<file path="config.mk">
export PLATFORM = sky130hd
export DESIGN_NAME = instr_loader
export DESIGN_NICKNAME = d
export VERILOG_FILES = /design/src/rtl/instr_loader.sv
export SDC_FILE = /design/constraint.sdc
export NUM_CORES = 1
export LEC_CHECK = 0
export ABC_AREA = 1
export BUFFER_PORTS_ARGS = -buffer_cell sky130_fd_sc_hd__buf_2
export CAP_MARGIN = 0
export CORE_ASPECT_RATIO = 0.8
export CORE_UTILIZATION = 32
export DETAILED_ROUTE_END_ITERATION = 12
export SKIP_CTS_REPAIR_TIMING = 1
export SLEW_MARGIN = 30
export SYNTH_ARGS = -nofsm -noshare
export SYNTH_HDL_FRONTEND = slang
export SYNTH_SLANG_ARGS = --single-unit
</file>
<file path="constraint.sdc">
create_clock -name clk -period 2.32 [get_ports clk]
set_input_delay 0.116 -clock clk [delete_from_list [all_inputs] [get_ports clk]]
set_output_delay 0.116 -clock clk [all_outputs]
set_load 0.02 [all_outputs]
</file>
<file path="src/rtl/instr_loader.sv">
// Serial instruction loader: synchronizes a push-button strobe and data bit,
// shifts 16 bits MSB-first, then commits opcode/instr and waits for the core.
module instr_loader #(
    parameter int unsigned SYNC_STAGES = 2
) (
    input  logic        clk,
    input  logic        rstn,
    input  logic        btn_raw,
    input  logic        ser_in,
    input  logic        abort,
    input  logic        core_busy,
    output logic        btn_edge,
    output logic [3:0]  opcode,
    output logic [11:0] instr,
    output logic        inst_done,
    output logic        loading,
    output logic [4:0]  bit_cnt
);

    localparam int unsigned WORD_W   = 16;
    localparam int unsigned CNT_W    = 5;
    localparam int unsigned FILL_W   = 3;
    localparam logic [CNT_W-1:0]  CNT_FULL = CNT_W'(WORD_W);
    localparam logic [FILL_W-1:0] FILL_MAX = FILL_W'(SYNC_STAGES + 1);

    typedef enum logic [1:0] {
        IDLE  = 2'd0,
        SHIFT = 2'd1,
        DONE  = 2'd2,
        EXEC  = 2'd3
    } state_t;

    state_t state_q, state_d;

    logic [SYNC_STAGES-1:0] btn_sync_q;
    logic [SYNC_STAGES-1:0] ser_sync_q;
    logic                   btn_s;
    logic                   ser_s;
    logic                   prev_q;
    logic [FILL_W-1:0]      fill_q;
    logic                   edge_ok;
    logic                   btn_edge_q;
    logic                   ser_bit_q;

    logic [WORD_W-1:0] shift_q, shift_d;
    logic [CNT_W-1:0]  cnt_q, cnt_d;
    logic [3:0]        opcode_q, opcode_d;
    logic [11:0]       instr_q, instr_d;
    logic              done_q, done_d;
    logic              loading_q, loading_d;

    assign btn_s   = btn_sync_q[SYNC_STAGES-1];
    assign ser_s   = ser_sync_q[SYNC_STAGES-1];
    // Edges are suppressed until the chains have flushed after reset, so a
    // button already held at release does not look like a fresh press.
    assign edge_ok = (fill_q == FILL_MAX);

    // Equal-depth synchronizers keep the data bit coherent with its strobe
    always_ff @(posedge clk or negedge rstn) begin
        if (!rstn) begin
            btn_sync_q <= '0;
            ser_sync_q <= '0;
            prev_q     <= 1'b0;
            fill_q     <= '0;
            btn_edge_q <= 1'b0;
            ser_bit_q  <= 1'b0;
        end else begin
            btn_sync_q <= {btn_sync_q[SYNC_STAGES-2:0], btn_raw};
            ser_sync_q <= {ser_sync_q[SYNC_STAGES-2:0], ser_in};
            prev_q     <= btn_s;
            if (!edge_ok) begin
                fill_q <= fill_q + FILL_W'(1);
            end
            btn_edge_q <= btn_s & ~prev_q & edge_ok;
            ser_bit_q  <= ser_s;
        end
    end

    // State register
    always_ff @(posedge clk or negedge rstn) begin
        if (!rstn) begin
            state_q <= IDLE;
        end else begin
            state_q <= state_d;
        end
    end

    // Next-state logic
    always_comb begin
        state_d = state_q;
        case (state_q)
            IDLE:  if (btn_edge_q) state_d = SHIFT;
            SHIFT: begin
                if (abort) begin
                    state_d = IDLE;
                end else if (cnt_q == CNT_FULL) begin
                    state_d = DONE;
                end
            end
            DONE:  state_d = EXEC;
            EXEC:  if (!core_busy) state_d = IDLE;
            default: state_d = IDLE;
        endcase
    end

    // Datapath and output next values; commit lands in the DONE cycle
    always_comb begin
        shift_d   = shift_q;
        cnt_d     = cnt_q;
        opcode_d  = opcode_q;
        instr_d   = instr_q;
        done_d    = 1'b0;
        loading_d = (state_d == SHIFT);
        case (state_q)
            IDLE: begin
                if (btn_edge_q) begin
                    shift_d = {shift_q[WORD_W-2:0], ser_bit_q};
                    cnt_d   = CNT_W'(1);
                end
            end
            SHIFT: begin
                if (abort) begin
                    shift_d = '0;
                    cnt_d   = '0;
                end else if (cnt_q == CNT_FULL) begin
                    opcode_d = shift_q[15:12];
                    instr_d  = shift_q[11:0];
                    done_d   = 1'b1;
                    cnt_d    = '0;
                    shift_d  = '0;
                end else if (btn_edge_q) begin
                    shift_d = {shift_q[WORD_W-2:0], ser_bit_q};
                    cnt_d   = cnt_q + CNT_W'(1);
                end
            end
            default: ;
        endcase
    end

    always_ff @(posedge clk or negedge rstn) begin
        if (!rstn) begin
            shift_q   <= '0;
            cnt_q     <= '0;
            opcode_q  <= '0;
            instr_q   <= '0;
            done_q    <= 1'b0;
            loading_q <= 1'b0;
        end else begin
            shift_q   <= shift_d;
            cnt_q     <= cnt_d;
            opcode_q  <= opcode_d;
            instr_q   <= instr_d;
            done_q    <= done_d;
            loading_q <= loading_d;
        end
    end

    assign btn_edge  = btn_edge_q;
    assign opcode    = opcode_q;
    assign instr     = instr_q;
    assign inst_done = done_q;
    assign loading   = loading_q;
    assign bit_cnt   = cnt_q;

endmodule

</file>
==> flow_metrics.tcl <==
set metrics [dict create \
    grt_pass1_wl_mm 6.80 \
    final_nets 270 \
    synth_warnings 0 \
    drtIter0Drc 56 \
    num_rows 26 \
    drt_pass1_iterations 4 \
    antenna_cells 0 \
    power_leakage_uw 0.00133 \
    skew_ns 0.0113 \
    p_switching_uw 481 \
    worst_slew_pin_slew_ns 0.699 \
    period_share 0.791 \
    power_density_mw_per_mm2 698 \
    p_int_uw 1270 \
    core_area_mm2 0.00647 \
    min_period_ns 1.84 \
    fin_cells 345 \
    yosysTopAreaCell "dfrtp_1" \
    total_power_uw 1750 \
    syn-num-nets 238 \
    numPortBuffers 29 \
    cts.sinks 51 \
    ys_top_cells_by_area "dfrtp_1, nand2_1, o21ai_0" \
    status "finished clean" \
    cts_buffers 5 \
    hpwl_mm 2.76 \
    clk_path_buf_depth 2 \
    initial_core_util 0.337 \
    routabilityCongestion 0.708 \
    cp.arrival_ns 2.04 \
    criticalPathCategory "reg2reg" \
    vias 1540 \
    dieHeight_um 75.8 \
    cts_tree "built" \
    synth-seq-area-share 0.586 \
    areaGrowthSynthToFinish_pct 15.0 \
    antenna_found_initial 0 \
    endpoint_kind "register" \
    final_util 0.387 \
    fmax_mhz 545 \
    power_frac_seq 0.568 \
    cp.required_ns 2.52 \
    die_x_um 94.3 \
    grt_max_degree 31 \
    start_kind "register" \
    insertion_delay_ns 0.31 \
    drive_gt1_frac 0.222 \
    grt_use_total 0.126 \
    synth.distinct_cells 22 \
    cap_violations 0 \
    htreeDepth 2 \
    io_pins 30 \
    synth.top_cell.area_share 0.586 \
    drt-total-wl_mm 4.01 \
    netSwitchingFraction 0.275 \
    drtAntennaViolNets 0 \
    rsz0062_at_grt "no" \
    clockPowerShare 0.312 \
    path_max_fanout 11 \
    final_hold_viol_count 0 \
    ys_seq_elements 51 \
    avgSynthCellArea_um2 9.56 \
    slew_headroom 0.532 \
    synth_area_mm2 0.00218 \
    synth_cells 228 \
    combPwrFrac 0.120 \
    via_per_inst 4.46 \
    dp_cells 334 \
    die_area_mm2 0.00715 \
    min_path_type "in2reg" \
    fin_hold_ws_ns 0.157 \
    routedWlPerCell_um 11.6 \
    grt_pass1_vias 1458 \
    path_clk_slew_ns 0.09 \
    drc 0 \
    overflow 0 \
    drv_slew 0 \
    setup_viol 0 \
    clockRootBuffer "clkbuf_8" \
    irDropWorstVdd_mv 0.292 \
    setup_tns_ns 0 \
]
state kept, by name, summed over array words and instances, names as in the netlist, 2 cells and up:
name        count
shift_q        16
instr          12
bit_cnt         5
opcode          4
fill_q          3
btn_sync_q      2
ser_sync_q      2
state_q         2
cells in the final DEF (no fill, tap or decap):
master,instances
clkbuf_8,6
nor2_1,15
mux2_2,1
dlygate4sd3_1,3
o21ai_0,25
nand2_1,46
a21oi_2,3
inv_2,1
ha_1,4
nand2_4,1
nand4_1,2
or2_2,2
inv_1,21
nor2_2,4
clkinvlp_4,1
buf_4,3
nand2_2,4
nand3_1,9
buf_2,29
nor2_4,1
nor2_8,1
dfrtp_1,51
a21oi_1,24
clkinv_1,1
xnor2_1,2
clkinv_4,1
cell usage after synthesis:
| cell | number |
|---|---|
| dfrtp_1 | 51 |
| nand2_1 | 46 |
| o21ai_0 | 25 |
| a21oi_1 | 24 |
| inv_1 | 21 |
| nor2_1 | 15 |
| nand3_1 | 9 |
| buf_2 | 6 |
| buf_6 | 4 |
| ha_1 | 4 |
| nand2_2 | 4 |
| nor2_2 | 4 |
| a21oi_2 | 3 |
| nand4_1 | 2 |
| or2_2 | 2 |
| xnor2_1 | 2 |
| clkinv_1 | 1 |
| inv_2 | 1 |
| mux2_2 | 1 |
| nand2_4 | 1 |
| nor2_4 | 1 |
| nor2_8 | 1 |
metrics by stage:
step                worst slack, ns  instance area (um2)
finish                        0.485                 2510
detailed placement            0.499                 2380
global placement              0.567                 2380
floorplan                     0.804                 2180
global route                  0.302                 2510
CTS                           0.475                 2480
power groups by stage:
| stage | Combinational, uW | Clock [uW] | Sequential (uW) |
|---|---|---|---|
| floorplan | 139 | 0 | 1010 |
| global placement | 207 | 0 | 1010 |
| detailed placement | 210 | 0 | 1010 |
| CTS | 211 | 569 | 995 |
| global route | 247 | 600 | 1000 |
| finish | 210 | 546 | 994 |
final timing paths:
| kind | start | endpoint | slack [ns] | cells after the start |
|---|---|---|---|---|
| min in group asynchronous | rstn | instr[4]$_DFFE_PN0P_ | 0.35 | 2 |
| setup reg to reg | bit_cnt[0]$_DFFE_PN0P_ | bit_cnt[3]$_DFFE_PN0P_ | 0.48 | 10 |
| setup / recovery | bit_cnt[0]$_DFFE_PN0P_ | bit_cnt[3]$_DFFE_PN0P_ | 0.48 | 10 |
| max in group asynchronous | rstn | bit_cnt[3]$_DFFE_PN0P_ | 1.32 | 3 |
| hold / removal | core_busy | state_q[0]$_DFF_PN0_ | 0.16 | 3 |
| hold reg to reg | ser_sync_q[1]$_DFF_PN0_ | ser_bit_q$_DFF_PN0_ | 0.35 | 0 |
routing by layer:
metal | vias up | global-route usage | share of wire
met2 | 28 | 0.194 | 0.42
met5 | - | 0 | 0
li1 | 792 | - | -
met1 | 716 | 0.170 | 0.52
met4 | 0 | 0.0564 | 0.013
met3 | 4 | 0.0319 | 0.041
cells by family after synthesis:
| group | after synthesis | share of synthesized area |
|---|---|---|
| fa+ha+maj | 4 | 0.0230 |
| compound gates | 52 | 0.125 |
| xor+xnor | 2 | 0.00804 |
| flops | 51 | 0.586 |
| mux | 1 | 0.00517 |
| buf+inv | 33 | 0.0741 |
| simple gates | 85 | 0.180 |
critical path, cell delays in order, from the launching register on:
cell	delay, ns
dfrtp_1	0.45
inv_1	0.07
ha_1	0.19
nand2_1	0.07
clkinv_1	0.09
nand2_4	0.14
nand2_1	0.28
nand2_2	0.20
nand2_1	0.12
nand2_1	0.09
nand2_1	0.05
cell type report:
cell class / count / area [um2]
flip-flops and latches: 51 / 1280
clock inverters: 2 / 16.3
fillers: 673 / 3970
repair buffers: 35 / 198
clock buffers: 6 / 82.6
inverters: 23 / 86.3
well taps: 84 / 105
multi-input cells: 144 / 742
(Power assumes the default switching activity.)
